## src/rtl/control_unit_if.sv

```systemverilog
// Control unit bus: instruction fetch, data memory and register-file control.
interface control_unit_if;
  logic        Run;
  logic [15:0] InstrData;
  logic [6:0]  PC_addr;
  logic [7:0]  D_addr;
  logic        D_wr;
  logic        RF_s;
  logic        RF_W_en;
  logic [3:0]  RF_W_addr;
  logic [3:0]  RF_Ra_addr;
  logic [3:0]  RF_Rb_addr;
  logic [2:0]  ALU_s;
  logic        Halted;

  modport master (
    input  Run, InstrData,
    output PC_addr, D_addr, D_wr, RF_s,
    output RF_W_en, RF_W_addr, RF_Ra_addr,
    output RF_Rb_addr, ALU_s, Halted
  );

  modport slave (
    output Run, InstrData,
    input  PC_addr, D_addr, D_wr, RF_s,
    input  RF_W_en, RF_W_addr, RF_Ra_addr,
    input  RF_Rb_addr, ALU_s, Halted
  );
endinterface

```

## src/rtl/control_unit.sv

```systemverilog
// Multi-cycle Moore control unit; CTRL_ILLEGAL_OP_EN halts on bad opcodes.
module control_unit (
  input  logic Clock,
  input  logic ResetN,
`ifdef CTRL_ILLEGAL_OP_EN
  output logic IllegalOp,
`endif
  control_unit_if.master bus
);

  typedef enum logic [3:0] {
    INIT, FETCH, DECODE, NOOP, LOAD_A,
    LOAD_B, STORE, ADD, SUB, HALT
  } state_t;

  state_t      state, nstate;
  logic [6:0]  pc;
  logic [15:0] ir;
  logic [3:0]  op;

  assign op = ir[15:12];

  always_ff @(posedge Clock or negedge ResetN) begin
    if (!ResetN) begin
      state <= INIT;
      pc    <= '0;
      ir    <= '0;
    end else begin
      state <= nstate;
      if (state == FETCH) begin
        ir <= bus.InstrData;
        pc <= pc + 7'd1;
      end
    end
  end

`ifdef CTRL_ILLEGAL_OP_EN
  logic ill_q;

  always_ff @(posedge Clock or negedge ResetN) begin
    if (!ResetN)
      ill_q <= 1'b0;
    else if (state == DECODE && op > 4'd5)
      ill_q <= 1'b1;
  end

  assign IllegalOp = ill_q;
`endif

  always_comb begin
    nstate = state;
    unique case (state)
      INIT:   nstate = bus.Run ? FETCH : INIT;
      FETCH:  nstate = DECODE;
      DECODE: begin
        case (op)
          4'h0:    nstate = NOOP;
          4'h1:    nstate = STORE;
          4'h2:    nstate = LOAD_A;
          4'h3:    nstate = ADD;
          4'h4:    nstate = SUB;
          4'h5:    nstate = HALT;
`ifdef CTRL_ILLEGAL_OP_EN
          default: nstate = HALT;
`else
          default: nstate = NOOP;
`endif
        endcase
      end
      NOOP:   nstate = FETCH;
      LOAD_A: nstate = LOAD_B;
      LOAD_B: nstate = FETCH;
      STORE:  nstate = FETCH;
      ADD:    nstate = FETCH;
      SUB:    nstate = FETCH;
      HALT:   nstate = HALT;
      default: nstate = INIT;
    endcase
  end

  assign bus.PC_addr = pc;

  // Outputs depend only on state and IR, so reset clears them at once.
  always_comb begin
    bus.D_addr     = '0;
    bus.D_wr       = 1'b0;
    bus.RF_s       = 1'b0;
    bus.RF_W_en    = 1'b0;
    bus.RF_W_addr  = '0;
    bus.RF_Ra_addr = '0;
    bus.RF_Rb_addr = '0;
    bus.ALU_s      = 3'b000;
    bus.Halted     = 1'b0;
    unique case (1'b1)
      (state == LOAD_A): begin
        bus.D_addr = ir[11:4];
      end
      (state == LOAD_B): begin
        bus.D_addr    = ir[11:4];
        bus.RF_s      = 1'b1;
        bus.RF_W_en   = 1'b1;
        bus.RF_W_addr = ir[3:0];
      end
      (state == STORE): begin
        bus.RF_Ra_addr = ir[11:8];
        bus.D_addr     = ir[7:0];
        bus.D_wr       = 1'b1;
      end
      (state == ADD),
      (state == SUB): begin
        bus.RF_Ra_addr = ir[11:8];
        bus.RF_Rb_addr = ir[7:4];
        bus.RF_W_addr  = ir[3:0];
        bus.RF_W_en    = 1'b1;
        bus.ALU_s      = (state == ADD) ? 3'b001
                                        : 3'b010;
      end
      (state == HALT): begin
        bus.Halted = 1'b1;
      end
      default: ;
    endcase
  end

endmodule

```

## src/flat_wrapper.sv

```systemverilog
// flat-port wrapper written by rule: the top's interface ports become plain ports
module control_unit_flat 
  (Clock, ResetN, bus_Run, bus_InstrData, bus_PC_addr, bus_D_addr, bus_D_wr, bus_RF_s, bus_RF_W_en, bus_RF_W_addr, bus_RF_Ra_addr, bus_RF_Rb_addr, bus_ALU_s, bus_Halted);
  control_unit_if bus_i ();
  input  logic Clock;
  input  logic ResetN;
  input wire logic [$bits(bus_i.Run)-1:0] bus_Run;
  input wire logic [$bits(bus_i.InstrData)-1:0] bus_InstrData;
  output wire logic [$bits(bus_i.PC_addr)-1:0] bus_PC_addr;
  output wire logic [$bits(bus_i.D_addr)-1:0] bus_D_addr;
  output wire logic [$bits(bus_i.D_wr)-1:0] bus_D_wr;
  output wire logic [$bits(bus_i.RF_s)-1:0] bus_RF_s;
  output wire logic [$bits(bus_i.RF_W_en)-1:0] bus_RF_W_en;
  output wire logic [$bits(bus_i.RF_W_addr)-1:0] bus_RF_W_addr;
  output wire logic [$bits(bus_i.RF_Ra_addr)-1:0] bus_RF_Ra_addr;
  output wire logic [$bits(bus_i.RF_Rb_addr)-1:0] bus_RF_Rb_addr;
  output wire logic [$bits(bus_i.ALU_s)-1:0] bus_ALU_s;
  output wire logic [$bits(bus_i.Halted)-1:0] bus_Halted;
  assign bus_i.Run = bus_Run;
  assign bus_i.InstrData = bus_InstrData;
  assign bus_PC_addr = bus_i.PC_addr;
  assign bus_D_addr = bus_i.D_addr;
  assign bus_D_wr = bus_i.D_wr;
  assign bus_RF_s = bus_i.RF_s;
  assign bus_RF_W_en = bus_i.RF_W_en;
  assign bus_RF_W_addr = bus_i.RF_W_addr;
  assign bus_RF_Ra_addr = bus_i.RF_Ra_addr;
  assign bus_RF_Rb_addr = bus_i.RF_Rb_addr;
  assign bus_ALU_s = bus_i.ALU_s;
  assign bus_Halted = bus_i.Halted;
  control_unit u_core (.Clock(Clock), .ResetN(ResetN), .bus(bus_i));
endmodule
```

## config.mk

```make
export PLATFORM = sky130hd
export DESIGN_NAME = control_unit_flat
export DESIGN_NICKNAME = d
export VERILOG_FILES = /design/src/rtl/control_unit_if.sv /design/src/rtl/control_unit.sv /design/src/flat_wrapper.sv
export SDC_FILE = /design/constraint.sdc
export NUM_CORES = 1
export LEC_CHECK = 0
export CORE_MARGIN = 2
export CORE_UTILIZATION = 48
export DETAILED_ROUTE_END_ITERATION = 10
export PLACE_DENSITY = 0.83
export REMOVE_ABC_BUFFERS = 1
export SYNTH_ARGS = -nofsm -noshare
export SYNTH_HDL_FRONTEND = slang
export SYNTH_SLANG_ARGS = --single-unit
```

## constraint.sdc

```tcl
create_clock -name Clock -period 3.2 [get_ports Clock]
set_input_delay 0.48 -clock Clock [delete_from_list [all_inputs] [get_ports Clock]]
set_output_delay 0.48 -clock Clock [all_outputs]
set_load 0.005 [all_outputs]
```

* Yosys cells after proc, flatten, opt, wreduce, memory -nomap -nowiden
Index checks and enable logic that the tools add are counted.
** Operators by class
- Add/sub/neg operators :: 1
- Equal/unequal tests :: 14
- Multiplexer cells :: 13
- Reductions and logical operators :: 6
** Operator list (number)
- equality test 4 x 3 -> 1 bit (second input constant) :: 6
- one-hot mux 4 bit (6 select lines) :: 1
- one-hot mux 4 bit (5 select lines) :: 1
- equality test 4 x 2 -> 1 bit (second input constant) :: 4
- one-hot mux 8 bit (2 select lines) :: 1
- 2-to-1 mux 4 bit :: 3
- equality test 4 x 1 -> 1 bit (second input constant) :: 2
- equality test 4 bit (second input constant) :: 2
- adder 7 x 1 -> 7 bit (second input constant) :: 1
- OR reduction 3 bit :: 2
- 2-to-1 mux 1 bit :: 5
- OR reduction 5 bit :: 1
- logical NOT 4 bit :: 1
- OR reduction 2 bit :: 2
- 2-to-1 mux 3 bit :: 1
- 2-to-1 mux 2 bit :: 1
** Storage, ports and cells
- Bits in registers :: 27
- Bits of input ports :: 19
- Output and inout bits :: 34
- Logic and storage cells :: 37

* Logic depth before layout (Yosys ltp)
Gate-level depths: netlist (run 1).
- Word-level depth :: 3
- Depth in mapped cells :: 5
- Mapped depth without buffers :: 4

* Worst setup path after synthesis (run 1)
OpenSTA, ideal clock, no wires.
- Path type :: register to output
- Start :: register u_core.state[1]
- End :: output bus_RF_W_addr[0]
- Data arrival time :: 1243 ps
- Data required time :: 2720 ps
- Setup slack :: 1477 ps
- Cell stages (with the launch flop) :: 5
- Path buffers :: 1
- Path through :: dfrtp_1 -> buf_2 -> nor4b_4 -> a21o_1 -> and2_1
** Between the ends
- Word-level cells in the longest chain between the ends :: 3
- Elaborated cells on any way between the ends :: 5
- Classes of those cells :: eq/ne: 3; mux: 1; reduce/logical: 1
** Ends and longest elaborated chain
- start: declaration :: RTL line control_unit.sv:16 : state_t state, nstate;
- start signal: assignment :: RTL line control_unit.sv:29 : state <= nstate;
- equality test 4 bit, or another cell as far along :: RTL line control_unit.sv:110 : (state == SUB): begin
- OR reduction 3 bit (no line) (*)
- 2-to-1 mux 4 bit (*) :: RTL line control_unit.sv:94 : unique case (1'b1)
- end: declaration :: RTL line flat_wrapper.sv:14 : output wire logic [$bits(bus_i.RF_W_addr)-1:0] bus_RF_W_addr;
Mark *: on every way between the ends. The rest lies on a longest branch, timed or not.

* Worst setup path in the final report (run 1)
- Start :: register u_core.state[1]
- End :: output bus_D_addr[6]
** Between the ends
- Word-level cells in the longest chain between the ends :: 3
- Elaborated cells on any way between the ends :: 5
- Classes of those cells :: eq/ne: 3; mux: 1; reduce/logical: 1
** Ends and longest elaborated chain
- equality test 4 x 3 -> 1 bit, on equally long branches :: RTL line control_unit.sv:98, control_unit.sv:95
- OR reduction 2 bit (no line)
- one-hot mux 8 bit (2 select lines) (*) :: RTL line control_unit.sv:94
- end: declaration :: RTL line flat_wrapper.sv:10 : output wire logic [$bits(bus_i.D_addr)-1:0] bus_D_addr;
Marks and branches as above.

==> results of run 1 <==
==> cell usage after synthesis (all sizes together) <==
library cell | number | area (um^2)
o41ai | 1 | 8.760
a31o | 1 | 8.760
xor2 | 2 | 17.52
nor4bb | 1 | 10.01
and3 | 3 | 18.77
nor3b | 1 | 7.510
nor2b | 11 | 68.82
buf | 8 | 53.80
and2 | 12 | 75.07
nor4b | 2 | 47.55
mux2 | 17 | 191.4
nor2 | 9 | 33.78
nand4 | 3 | 18.77
o311a | 1 | 10.01
or4 | 2 | 15.01
nand3b | 1 | 7.510
ha | 1 | 12.51
nor3 | 1 | 5.000
inv | 1 | 3.750
nand2b | 5 | 31.28
dfrtp | 27 | 675.7
conb | 1 | 3.750
a21oi | 10 | 50.05
a21o | 2 | 15.01
o21ai | 3 | 15.01
xnor2 | 5 | 43.79
o211ai | 1 | 7.510
nand2 | 2 | 7.510
a211oi | 1 | 7.510
clkbuf | 2 | 7.510
or3b | 1 | 8.760
==> cells in the final DEF (no fill, tap or decap), drive strengths merged, types with 2 or more instances in the layout <==
| cell | count |
|---|---|
| xor2 | 2 |
| xnor2 | 5 |
| o21ai | 3 |
| nor2b | 11 |
| nand2 | 2 |
| a21o | 2 |
| and3 | 3 |
| nand2b | 5 |
| dfrtp | 27 |
| buf | 3 |
| clkdlybuf4s50 | 51 |
| nand4 | 3 |
| and2 | 12 |
| a21oi | 10 |
| clkbuf | 3 |
| or4 | 2 |
| nor4b | 2 |
| nor2 | 9 |
| mux2 | 17 |
==> where the power goes <==
group	switching [W]	internal (W)	total (W)
Clock	0.000101	0.0000478	0.000149
Sequential	0.000211	0.000504	0.000715
Combinational	0.000319	0.000498	0.000817
Total	0.000631	0.00105	0.00168
==> through the flow <==
step | hold WS [ns] | utilization, % | cell area [um^2] | power (W)
after CTS | 0.4914 | 67.63 | 2031 | 0.001698
final | 0.4836 | 67.63 | 2031 | 0.001681
after global placement | 0.4623 | 66.63 | 2001 | 0.001502
after floorplan | 0.1844 | - | 1426 | 0.001198
after detailed placement | 0.4677 | 66.63 | 2001 | 0.001543
after global routing | 0.5166 | 67.63 | 2031 | 0.001816
==> cell type report <==
| type | instances | share of cell area (%) |
|---|---|---|
| multi-input combinational | 100 | 36.78 |
| sequential | 27 | 33.27 |
| timing repair buffer | 54 | 26.25 |
| tap | 33 | 2.033 |
| clock buffer | 3 | 1.109 |
| clock inverter | 1 | 0.3697 |
| inverter | 1 | 0.1848 |
==> layer usage <==
metal / part of all wire (%) / track usage, %
met5: 0 / 0
met4: 0.76 / 8.254
met3: 3.4 / 2.381
met2: 51 / 30.90
met1: 45 / 29.13
==> critical path: cells and delay by family, from the launching register on <==
family          cells  cell delay (ns)
compound gates      1             0.14
flops               1             0.64
buf+inv             1             0.52
simple gates        2             0.68
==> registers in the layout, indices dropped and copies added (netlist names) <==
name                count
u_core.ir              16
u_core.bus.PC_addr      7
u_core.state            4
==> cell families after synthesis <==
logic type	Yosys count
compound gates	20
xor+xnor	7
fa+ha+maj	1
buf+inv	11
flops	27
mux	17
other cells	1
simple gates	54
==> worst max path at each step <==
| stage | cells after the start | end | start | slack (ns) |
|---|---|---|---|---|
| 3_5_place_dp | 4 | bus_D_addr[6] | u_core.state[1] | 0.82 |
| 3_3_place_gp | 4 | bus_D_addr[4] | u_core.state[1] | 0.89 |
| 6_report | 4 | bus_D_addr[6] | u_core.state[1] | 0.42 |
| 2_1_floorplan | 2 | u_core.ir[0] | u_core.state[1] | 1.14 |
| 4_1_cts | 4 | bus_D_addr[6] | u_core.state[1] | 0.43 |
| 5_1_grt | 4 | bus_D_addr[6] | u_core.state[1] | 0.22 |
==> results.py, run 1 <==
metrics = {
    "run_status": {
        "status": "complete, no violations",
    },
    "detailed_routing": {
        "via_per_inst": 5.393,
        "wirelength_mm": 3.300,
        "dr.pass1.iters": 3,
        "drt_iter0_drc": 24,
        "ant_nets": 0,
        "vias": 1181,
        "drc_errors": 0,
        "avgRoutedWirePerCell_um": 15.07,
    },
    "floorplanning": {
        "coreArea_um2": 3003,
        "row_count": 20,
        "die-area_um2": 3561,
        "dieWidth_um": 59.67,
        "io_pins": 53,
        "die_h_um": 59.67,
        "initial_core_util_pct": 49.54,
    },
    "global_route": {
        "grt_first_pass_wirelength_mm": 5.409,
        "grt.total_usage_pct": 20.20,
        "grt_pass1_vias": 1157,
        "gr-total-overflow": 0,
        "antenna_found_initial": 0,
        "grt_max_degree": 28,
    },
    "worst_setup_path": {
        "cp.required_ns": 2.72,
        "path_cells": "nor2b_1 > a21oi_1 > nor2_1 > clkdlybuf4s50_1",
        "critPathMaxFanout": 13,
        "end_kind": "output port",
        "r2r_start": "u_core.state[1]",
        "r2r_slack_ns": 0.99,
        "r2r_cells": 4,
        "max_stage_delay_ns": 0.64,
        "cp_data_arrival_time_ns": 2.30,
        "startpoint_type": "flip-flop",
        "cpMaxStageDelayCell": "dfrtp_1",
        "path_class": "reg -> out",
        "worstReg2RegEnd": "u_core.ir[10]",
    },
    "flow_run": {
        "drv_cap": 0,
    },
    "clock_tree": {
        "cts.sinks": 27,
        "clock_path_buffers": 2,
        "clkTransAtPathRegs_ns": 0.15,
        "h-tree-depth": 1,
        "tritoncts": "built",
        "clock-root-buffer": "clkbuf_4",
        "clk_latency_ns": 0.32,
        "cts_hold_buffers": 0,
        "cts_buffers": 3,
        "cts_resized": 0,
        "postCtsSetupBuffers": 0,
    },
    "logic_synthesis": {
        "syn_area_um2": 1488,
        "muxShareOfSynthArea_pct": 12.87,
        "synth_xor_area_share_pct": 4.121,
        "synth_top_family_by_area": "simple AND/OR/NAND/NOR gates",
        "syn-mean-instance-area_um2": 10.78,
        "ys_ff_latch": 27,
        "synth_fa_ha_area_share_pct": 0.8410,
        "yosysUniqueCellTypes": 33,
        "ys_seq_area_share_pct": 45.42,
        "yosys.area_share.simple_pct": 23.89,
        "yosysWarnings": 0,
        "syn_inst": 138,
        "synth-compound-area-share_pct": 8.242,
    },
    "sta": {
        "timing.fmax_mhz": 359.8,
        "max-slew-margin-rel_pct": 60.50,
        "slew_viol_final": 0,
        "period_minus_slack_ns": 2.779,
        "period_share_pct": 86.86,
        "setup_slack_ns": 0.4206,
        "tightest_slew_ns": 0.5899,
        "hold_viol": 0,
        "tns_ns": 0,
        "rsz0062_at_grt": "no",
        "setup_viol": 0,
        "skew_ns": 0.004038,
    },
    "min_path": {
        "hp-start": "u_core.bus.PC_addr[6]",
        "worst_hold_path.endpoint": "u_core.bus.PC_addr[6]",
        "min_path_type": "reg -> reg",
        "hold_depth": 1,
    },
    "power_and_ir_drop": {
        "pwr_density_cell_nw_per_um2": 827.7,
        "leakagePower_nw": 0.8126,
        "ir_drop_mv": 0.4655,
    },
    "place": {
        "post-place-ws_ns": 0.8172,
        "place_hpwl_mm": 2.468,
        "finalWeightedCongestion": 0.7876,
        "placedCellCount": 215,
        "portBuffers": 51,
    },
    "cells_and_area": {
        "regArea_um2": 675.6,
        "layout-drive-gt1-share_pct": 15.05,
        "insertedDiodeCount": 0,
        "multi_input_area_um2": 747.0,
        "synthToLayoutAreaGrowth_pct": 36.50,
        "finalNonFillerCells": 219,
        "nFillCells": 241,
        "finalNetCount": 207,
    },
}
No activity file was read; power rests on OpenSTA's default activity.
==> inputs of run 2 (changes only) <==
--- a/config.mk
+++ b/config.mk
@@ -8,7 +8,7 @@
 export CORE_MARGIN = 2
 export CORE_UTILIZATION = 48
 export DETAILED_ROUTE_END_ITERATION = 10
-export PLACE_DENSITY = 0.83
+export PLACE_DENSITY_LB_ADDON = 0.05
 export REMOVE_ABC_BUFFERS = 1
 export SYNTH_ARGS = -nofsm -noshare
 export SYNTH_HDL_FRONTEND = slang
==> run 2 against run 1 <==
Against the previous run: sequential power down 1%; fmax fell by 0.68%; power decreased by 1.2%; design area stayed put; count of clock-buffer cells in the layout unchanged; non-clock buffer count unchanged; global-route usage down 1.5 points; core utilization stayed put; flip-flop and latch count unchanged; register-to-register slack better by 0.18 ns; die area unchanged; highest routed layer unchanged.
==> results.py, run 2 (same netlist as run 1, synthesis figures left out) <==
metrics = {
    "detailed_routing": {
        "wirelength_mm": 3.130,
        "drt_iter0_drc": 28,
        "top_layer": "met4",
        "wl_met2_mm": 1.597,
        "drc_errors": 0,
        "avgRoutedWirePerCell_um": 14.29,
        "via_per_inst": 5.370,
        "m1WireLength_mm": 1.383,
        "dr.pass1.iters": 4,
        "vias": 1176,
        "dr_wl_met3_um": 114,
        "ant_nets": 0,
    },
    "power_and_ir_drop": {
        "swShare_pct": 36.84,
        "p_switching_w": 0.0006115,
        "combinationalPowerShare_pct": 48.4,
        "leakagePower_nw": 0.8126,
        "clockPowerShare_pct": 8.9,
        "seq_power_share_pct": 42.6,
        "ir_drop_mv": 0.4073,
        "p_int_w": 0.001048,
        "pwr_density_cell_nw_per_um2": 817.4,
    },
    "clock_tree": {
        "tritoncts": "built",
        "cts_resized": 0,
        "cts_hold_buffers": 0,
        "clock_path_buffers": 2,
        "clock-root-buffer": "clkbuf_4",
        "cts.sinks": 27,
        "clk_latency_ns": 0.32,
        "clkTransAtPathRegs_ns": 0.15,
        "h-tree-depth": 1,
        "cts_buffers": 3,
        "postCtsSetupBuffers": 0,
    },
    "cells_and_area": {
        "final_cell_mix": "clkdlybuf4s50_1, dfrtp_1, mux2_2, and2_1, nor2b_1",
        "final_common_cell": "clkdlybuf4s50_1",
        "fin_util_pct": 67.63,
        "synthToLayoutAreaGrowth_pct": 36.50,
        "layout-drive-gt1-share_pct": 15.05,
        "insertedDiodeCount": 0,
        "largest_reg_flops": 16,
        "nFillCells": 241,
        "stdcell_area_um2": 2031,
        "largest_register": "u_core.ir",
        "finalNetCount": 207,
    },
    "worst_setup_path": {
        "cp_data_arrival_time_ns": 2.32,
        "path_cells": "nor2b_1 > a21oi_1 > nor2_1 > clkdlybuf4s50_1",
        "r2r_start": "u_core.state[1]",
        "r2r_slack_ns": 1.17,
        "max_stage_delay_ns": 0.63,
        "cp-startpoint": "u_core.state[1]",
        "cp.required_ns": 2.72,
        "path_class": "reg -> out",
        "critPathMaxFanout": 12,
        "startpoint_type": "flip-flop",
        "cpMaxStageDelayCell": "dfrtp_1",
        "end_kind": "output port",
        "worstReg2RegEnd": "u_core.ir[6]",
        "endpoint": "bus_D_addr[7]",
        "r2r_cells": 3,
    },
    "sta": {
        "period_minus_slack_ns": 2.798,
        "rsz0062_at_grt": "no",
        "slew_viol_final": 0,
        "setup_slack_ns": 0.4015,
        "setup_viol": 0,
        "period_share_pct": 87.45,
        "tns_ns": 0,
        "timing.fmax_mhz": 357.3,
        "max-slew-margin-rel_pct": 57.39,
        "hold_viol": 0,
        "tightest_slew_ns": 0.6364,
        "skew_ns": 0.009695,
    },
    "floorplanning": {
        "io_pins": 53,
        "row_count": 20,
        "dieWidth_um": 59.67,
        "die-area_um2": 3561,
        "initial_core_util_pct": 49.54,
        "die_h_um": 59.67,
        "coreArea_um2": 3003,
    },
    "global_route": {
        "grt_pass1_vias": 1155,
        "grt_first_pass_wirelength_mm": 5.133,
        "antenna_found_initial": 0,
        "grt.total_usage_pct": 18.74,
        "gr-total-overflow": 0,
        "grt_max_degree": 28,
    },
    "flow_run": {
        "drv_cap": 0,
    },
    "min_path": {
        "hold_depth": 1,
        "min_path_type": "reg -> reg",
    },
    "place": {
        "place_hpwl_mm": 2.346,
        "portBuffers": 51,
        "placedInstanceArea_um2": 2001,
        "finalWeightedCongestion": 0.7166,
        "post-place-ws_ns": 0.7628,
    },
    "run_status": {
        "status": "complete, no violations",
    },
}
[run 2: routing by layer]
layer  vias to the layer above  global-route usage [%]
met3                         4                   2.597
met1                       577                   25.28
li1                        569                       -
met4                         0                   4.444
met5                         -                       0
met2                        26                   31.83
[run 2: worst max-delay path, delay by kind of cell (launching register included)]
kind	cells	cell delay, ns
compound gates	1	0.15
buf+inv	1	0.52
flops	1	0.63
simple gates	2	0.71
[run 2: through the flow]
stage | hold WS [ns] | total power [W] | instances
finish | 0.4884 | 0.001660 | 219
CTS | 0.4935 | 0.001682 | 219
global placement | 0.4612 | 0.001506 | 215
detailed placement | 0.4721 | 0.001531 | 215
floorplan | 0.1844 | 0.001198 | 128
global route | 0.5119 | 0.001799 | 219
[run 2: cell type report]
type,count,area [um^2],share of cell area (%)
Sequential cell,27,675.6,33.27
Inverter,1,3.754,0.1848
Timing Repair Buffer,54,533.0,26.25
Clock inverter,1,7.507,0.3697
Clock buffer,3,22.52,1.109
Multi-Input combinational cell,100,747.0,36.78
Tap cell,33,41.29,2.033
[run 2: worst min path at each step]
| stage | from | end |
|---|---|---|
| after global placement | u_core.bus.PC_addr[6] | u_core.bus.PC_addr[6] |
| after detailed placement | u_core.bus.PC_addr[6] | u_core.bus.PC_addr[6] |
| after floorplan | ResetN | u_core.bus.PC_addr[0] |
| after CTS | u_core.bus.PC_addr[6] | u_core.bus.PC_addr[6] |
| final | u_core.bus.PC_addr[6] | u_core.bus.PC_addr[6] |
| after global routing | u_core.bus.PC_addr[6] | u_core.bus.PC_addr[6] |
[run 2: power groups by stage]
stage                     Sequential, W  Combinational, W  Clock, W
after floorplan                0.000676          0.000522         0
after global placement         0.000710          0.000796         0
after detailed placement       0.000715          0.000816         0
after CTS                      0.000708          0.000819  0.000155
after global routing           0.000745          0.000887  0.000168
final                          0.000708          0.000804  0.000149
==> inputs of run 3 (changes only) <==
--- a/config.mk
+++ b/config.mk
@@ -5,6 +5,7 @@
 export SDC_FILE = /design/constraint.sdc
 export NUM_CORES = 1
 export LEC_CHECK = 0
+export ABC_CLOCK_PERIOD_IN_PS = 3200
 export CORE_MARGIN = 2
 export CORE_UTILIZATION = 48
 export DETAILED_ROUTE_END_ITERATION = 10
==> results of run 3 <==
Final layout, timing and power as in run 2 (identical DEF).
